$ cat src/rtl/nn_layer_sequencer.sv
// nn_layer_sequencer: row/neuron sequencer for the two FC layers; NN_SEQ_PERF_EN adds perf counters
module nn_layer_sequencer #(
    parameter int BANKS   = 64,
    parameter int L1_IN   = 784,
    parameter int L1_OUT  = 200,
    parameter int L2_IN   = 200,
    parameter int L2_OUT  = 10,
    parameter int MAC_LAT = 3,
    parameter int AW      = 12
) (
    input  logic             clk,
    input  logic             reset,
    input  logic             start,
    input  logic             stall,
    output logic             busy,
    output logic             done,
    output logic             issue,
    output logic             layer,
    output logic [3:0]       row,
    output logic [7:0]       neuron,
    output logic [AW-1:0]    waddr_long,
    output logic [AW-1:0]    waddr_short,
    output logic [BANKS-1:0] bank_mask,
    output logic             mac_first,
    output logic             mac_last,
    output logic             result_valid,
    output logic             result_layer,
    output logic [7:0]       result_idx
`ifdef NN_SEQ_PERF_EN
    ,
    output logic [31:0]      perf_cycles,
    output logic [31:0]      perf_stalls
`endif
);
    localparam logic [1:0] S_IDLE = 2'd0, S_RUN = 2'd1, S_DRAIN = 2'd2, S_DONE = 2'd3;
    localparam int L1_RS = L1_IN / BANKS;
    localparam int L1_NL = L1_IN % BANKS;
    localparam int L1_RL = L1_RS + ((L1_NL > 0) ? 1 : 0);
    localparam int L2_RS = L2_IN / BANKS;
    localparam int L2_NL = L2_IN % BANKS;
    localparam int L2_RL = L2_RS + ((L2_NL > 0) ? 1 : 0);

    typedef struct packed {
        logic       last;
        logic       layer;
        logic [7:0] k;
    } tag_t;

    logic [1:0]    state;
    logic [AW-1:0] base_long, base_short;
    logic [3:0]    rows_l, rows_s;
    logic [7:0]    nlong, last_k;
    logic          row_end;
    tag_t          pipe [MAC_LAT];

    // Per-layer geometry, issue strobes, addresses and the pipeline head
    always_comb begin
        rows_l       = layer ? 4'(L2_RL) : 4'(L1_RL);
        rows_s       = layer ? 4'(L2_RS) : 4'(L1_RS);
        nlong        = layer ? 8'(L2_NL) : 8'(L1_NL);
        last_k       = layer ? 8'(L2_OUT - 1) : 8'(L1_OUT - 1);
        busy         = (state == S_RUN) || (state == S_DRAIN);
        done         = state == S_DONE;
        issue        = (state == S_RUN) && !stall;
        row_end      = row == rows_l - 4'd1;
        mac_first    = issue && (row == 4'd0);
        mac_last     = issue && row_end;
        waddr_long   = base_long + AW'(row);
        waddr_short  = base_short + AW'(row);
        bank_mask    = (state != S_RUN) ? '0 : (row < rows_s) ? '1 : ~({BANKS{1'b1}} << nlong);
        result_valid = pipe[MAC_LAT-1].last && !stall;
        result_layer = pipe[MAC_LAT-1].layer;
        result_idx   = pipe[MAC_LAT-1].k;
    end

    // Control FSM with row/neuron counters and incremental weight-address bases
    always_ff @(posedge clk) begin
        if (reset) begin
            state      <= S_IDLE;
            layer      <= 1'b0;
            row        <= '0;
            neuron     <= '0;
            base_long  <= '0;
            base_short <= '0;
        end else begin
            case (state)
                S_IDLE: begin
                    if (start) begin
                        state      <= S_RUN;
                        layer      <= 1'b0;
                        row        <= '0;
                        neuron     <= '0;
                        base_long  <= '0;
                        base_short <= '0;
                    end
                end
                S_RUN: begin
                    if (!stall) begin
                        row <= row_end ? 4'd0 : row + 4'd1;
                        if (row_end && neuron == last_k) begin
                            state      <= S_DRAIN;
                            neuron     <= '0;
                            base_long  <= '0;
                            base_short <= '0;
                        end else if (row_end) begin
                            neuron     <= neuron + 8'd1;
                            base_long  <= base_long + AW'(rows_l);
                            base_short <= base_short + AW'(rows_s);
                        end
                    end
                end
                S_DRAIN: begin
                    if (result_valid && result_layer == layer && result_idx == last_k) begin
                        state <= layer ? S_DONE : S_RUN;
                        layer <= 1'b1;
                    end
                end
                default: begin
                    state <= S_IDLE;
                    layer <= 1'b0;
                end
            endcase
        end
    end

    // MAC latency pipeline of {last, layer, k}, frozen while stalled
    always_ff @(posedge clk) begin
        if (reset) begin
            for (int i = 0; i < MAC_LAT; i++) pipe[i] <= '0;
        end else if (!stall) begin
            for (int i = MAC_LAT - 1; i > 0; i--) pipe[i] <= pipe[i-1];
            pipe[0] <= '{last: mac_last, layer: layer, k: neuron};
        end
    end

`ifdef NN_SEQ_PERF_EN
    // Busy-cycle and stalled-cycle counters, cleared when a run is accepted
    always_ff @(posedge clk) begin
        if (reset || (state == S_IDLE && start)) begin
            perf_cycles <= '0;
            perf_stalls <= '0;
        end else if (busy) begin
            perf_cycles <= perf_cycles + 32'd1;
            perf_stalls <= perf_stalls + 32'(stall);
        end
    end
`endif
endmodule

$ cat config.mk
export PLATFORM = sky130hd
export DESIGN_NAME = nn_layer_sequencer
export DESIGN_NICKNAME = d
export VERILOG_FILES = /design/src/rtl/nn_layer_sequencer.sv
export SDC_FILE = /design/constraint.sdc
export NUM_CORES = 1
export LEC_CHECK = 0
export CAP_MARGIN = 15
export CELL_PAD_IN_SITES_DETAIL_PLACEMENT = 1
export CELL_PAD_IN_SITES_GLOBAL_PLACEMENT = 1
export CORE_ASPECT_RATIO = 0.8
export CORE_MARGIN = 1
export CORE_UTILIZATION = 25
export DETAILED_ROUTE_END_ITERATION = 8
export PLACE_DENSITY_LB_ADDON = 0.1
export SLEW_MARGIN = 5
export SYNTH_ARGS = -nofsm -noshare
export SYNTH_HDL_FRONTEND = slang
export SYNTH_SLANG_ARGS = --single-unit
$ cat constraint.sdc
create_clock -name clk -period 5.6 [get_ports clk]
set_input_delay 1.12 -clock clk [delete_from_list [all_inputs] [get_ports clk]]
set_output_delay 1.12 -clock clk [all_outputs]
set_load 0.05 [all_outputs]
==> metrics.log <==
INFO  metric synthFlopType = dfxtp_1
INFO  metric cp_class = reg -> out
INFO  metric syn-instance-count = 462
INFO  metric clock_sinks = 69
INFO  metric htree_levels = 3
INFO  metric final-hold-violation-count = 0
INFO  metric detailedPlacementHpwl = 8530 um
INFO  metric yosys.cell_types.count = 55
INFO  metric avgRoutedWirePerCell = 15.5 um
INFO  metric cts_tree = yes
INFO  metric cts_inserted_buffers = 9
INFO  metric final_cell_area = 0.00574 sq mm
INFO  metric mean_post_synth_cell_area = 9.75 sq um
INFO  metric min_path_type = reg -> reg
INFO  metric place.detailed.instances = 728
INFO  metric die_w = 152 um
INFO  metric ys_seq_elements = 69
INFO  metric dp_slack = 1.31 ns
INFO  metric critical_path.top_delay_family = buffers and inverters
INFO  metric layout.filler_cells = 1938
INFO  metric pwr_per_cell_area = 570 mW/mm^2
INFO  metric count_of_input_and_output_buffers = 119
INFO  metric detail_route.first_pass.iterations = 6
INFO  metric critPathArrivalTime = 3.44 ns
INFO  metric first_global_vias = 3364
INFO  metric ant_diodes = 0
INFO  metric layout_worst_path_cycle_share = 81.4%
INFO  metric multi_input_area = 0.00221 sq mm
INFO  metric power.ir.vdd_worst = 0.334 mV
INFO  metric instances_no_fill = 744
INFO  metric startpoint_type = flip-flop
INFO  metric grt-busiest-layer = met2
INFO  metric synth_commonest_cells = buf_4 (71), nor2_1 (45), dfxtp_1 (39), edfxtp_1 (30), and2_1 (29)
INFO  metric post-route-worst-setup-slack = 1.04 ns
INFO  metric grt.met1_usage = 15.1%
INFO  metric clock-root-buffer = clkbuf_16
INFO  metric postCtsResizedCells = 0
INFO  metric worst_slew_pin_slew = 0.972 ns
INFO  metric cts-hold-fix-buffers = 0
INFO  metric gp_congestion = 0.686
INFO  metric floorplan.die.height = 122 um
INFO  metric clock_tree.buffer_depth = 2
INFO  metric timing.max_slew.rel_slack = 35.2%
INFO  metric synth_edf_count = 30
INFO  metric grt_util_met3 = 3.31%
INFO  metric grt_overflow = 0
INFO  metric sequential_to_total_area_share_from_yosys_stat = 37.3%
INFO  metric fin_hold_ws = 0.492 ns
INFO  metric routed_via_count_divided_by_cell_count = 4.39
INFO  metric cp_slowest_cell = clkdlybuf4s50_1
INFO  metric yosysWarningCount = 0
INFO  metric yosysMostFrequentCell = buf_4
INFO  metric syn-num-nets = 496
INFO  metric grt_antenna_before_repair = 0
INFO  metric dr_total_vias = 3264
INFO  metric dr_drc_count = 8
INFO  metric placement.cell_area = 0.00544 sq mm
INFO  metric status = finished, violations left
INFO  metric final-max-slew-violation-count = 0
INFO  metric slowest_delay = 0.85 ns
INFO  metric timing.final.crit_period = 4.56 ns
INFO  metric post-layout-total-power = 3.27 mW
INFO  metric setup_viol = 0
INFO  metric insertion_delay = 0.34 ns
INFO  metric cpMostUsedCell = inv_1
INFO  metric path_max_fanout = 49
INFO  metric rsz_0062_raised_after_global_routing = false
INFO  metric grt_first_pass_wirelength = 18400 um
INFO  metric core-area = 0.0175 sq mm
INFO  metric post_cts_buffers = 0
INFO  metric clk_pin_slew_worst_paths = 0.06 ns
INFO  metric track_usage = 12.9%
INFO  metric boundaryPins = 120
INFO  metric floorplan.die_area = 0.0186 sq mm
INFO  metric worstPathBufferInverterCount = 4
INFO  metric clock-skew-final = 0.00467 ns
INFO  metric synth_async_sr_flop_share = 0%
INFO  metric initialDrtViolationCount = 136
INFO  metric synth_top_cell_by_area = edfxtp_1
INFO  metric grt_max_degree = 50
INFO  metric sequential_cell_area = 0.00168 sq mm
INFO  metric synth_top_area_share = 20.0%
INFO  metric largest_cells_by_area_after_synthesis = edfxtp_1 (20%), dfxtp_1 (17%), buf_4 (12%)
INFO  metric worstPathCellList = inv_1 -> ha_1 -> inv_1 -> a211oi_4 -> buf_4 -> a21o_1 -> clkdlybuf4s50_1
INFO  metric wl = 11600 um
INFO  metric area_delta_synth_final = 27.4%
INFO  metric grt_use_met2 = 23.2%
INFO  metric start_util = 25.8%
INFO  metric violations = design-rule violations
INFO  metric row_count = 43
INFO  metric cap_viol_max_count = 0
INFO  metric total_standard_cell_area_after_synthesis = 0.00451 sq mm
INFO  metric p_leak = 2.16 nW
INFO  metric layout-drive-gt1-share = 9.06%
INFO  metric detail-route-antenna-nets = 0
INFO  metric fin_setup_tns = 0 ns
INFO  metric setup.worst_path.end_class = output port
INFO  metric final_core_utilization = 32.8%
INFO  metric timing.fmax = 219 MHz
INFO  metric fin_nets = 548
INFO  metric critical_path_required = 4.48 ns
## layout make-up
cell class / count / share of cell area, %
multi-input combinational: 299 / 38.4
sequential: 69 / 29.3
timing repair buffer: 124 / 21.4
tap: 225 / 4.90
clock buffer: 9 / 3.92
clock inverter: 7 / 1.31
inverter: 11 / 0.719
## state kept, by name, summed over array words and instances, names as in the netlist
| signal | count |
|---|---|
| base_short | 12 |
| neuron | 8 |
| pipe | 30 |
| state | 2 |
| row | 4 |
| layer | 1 |
| base_long | 12 |
## power breakdown
group          total (mW)  switching (mW)  internal (mW)
registers           0.588          0.0333          0.555
logic                2.10            1.50          0.600
clock network       0.578           0.231          0.347
total                3.27            1.77           1.50
## routing by layer
metal	vias up	share of wire [%]	routed length, um
met3	12	3.4	398
met2	58	50	5730
met5	-	0	0
li1	1624	-	-
met1	1570	46	5280
met4	0	1.3	150
## path summary, 6_finish.rpt
path / start / end / slack (ns) / cells after the start
setup / recovery: state[1] / bank_mask[11] / 1.04 / 7
hold / removal: base_long[3] / base_long[3] / 0.49 / 2
setup reg to reg: state[1] / neuron[7] / 2.77 / 7
hold reg to reg: base_long[3] / base_long[3] / 0.49 / 2
## placed cells by master, fill, tap and decap left out, drive strengths merged, types with 16 or more instances in the layout
cell           instances
edfxtp                30
a21oi                 16
ha                    27
xor2                  16
and2                  29
xnor2                 28
nand2                 18
nor2                  57
clkdlybuf4s50        119
dfxtp                 39
## worst register-to-register path, cell delays in order, from the launching register on
cell and delay [ns]:
dfxtp_1 0.36, inv_1 0.10, ha_1 0.63, inv_1 0.32, o2111ai_4 0.85, nor3_1 0.20
xnor2_1 0.22, nor2_2 0.04
## kinds of logic after synthesis
kind of cell	count (synthesis)	synth area share (%)
simple gates	168	21.2
buf+inv	94	14.2
flops	69	37.3
compound gates	56	9.64
xor+xnor	44	8.55
fa+ha+maj	30	8.83
mux	1	0.250
Power figures use the tool's default switching activity.
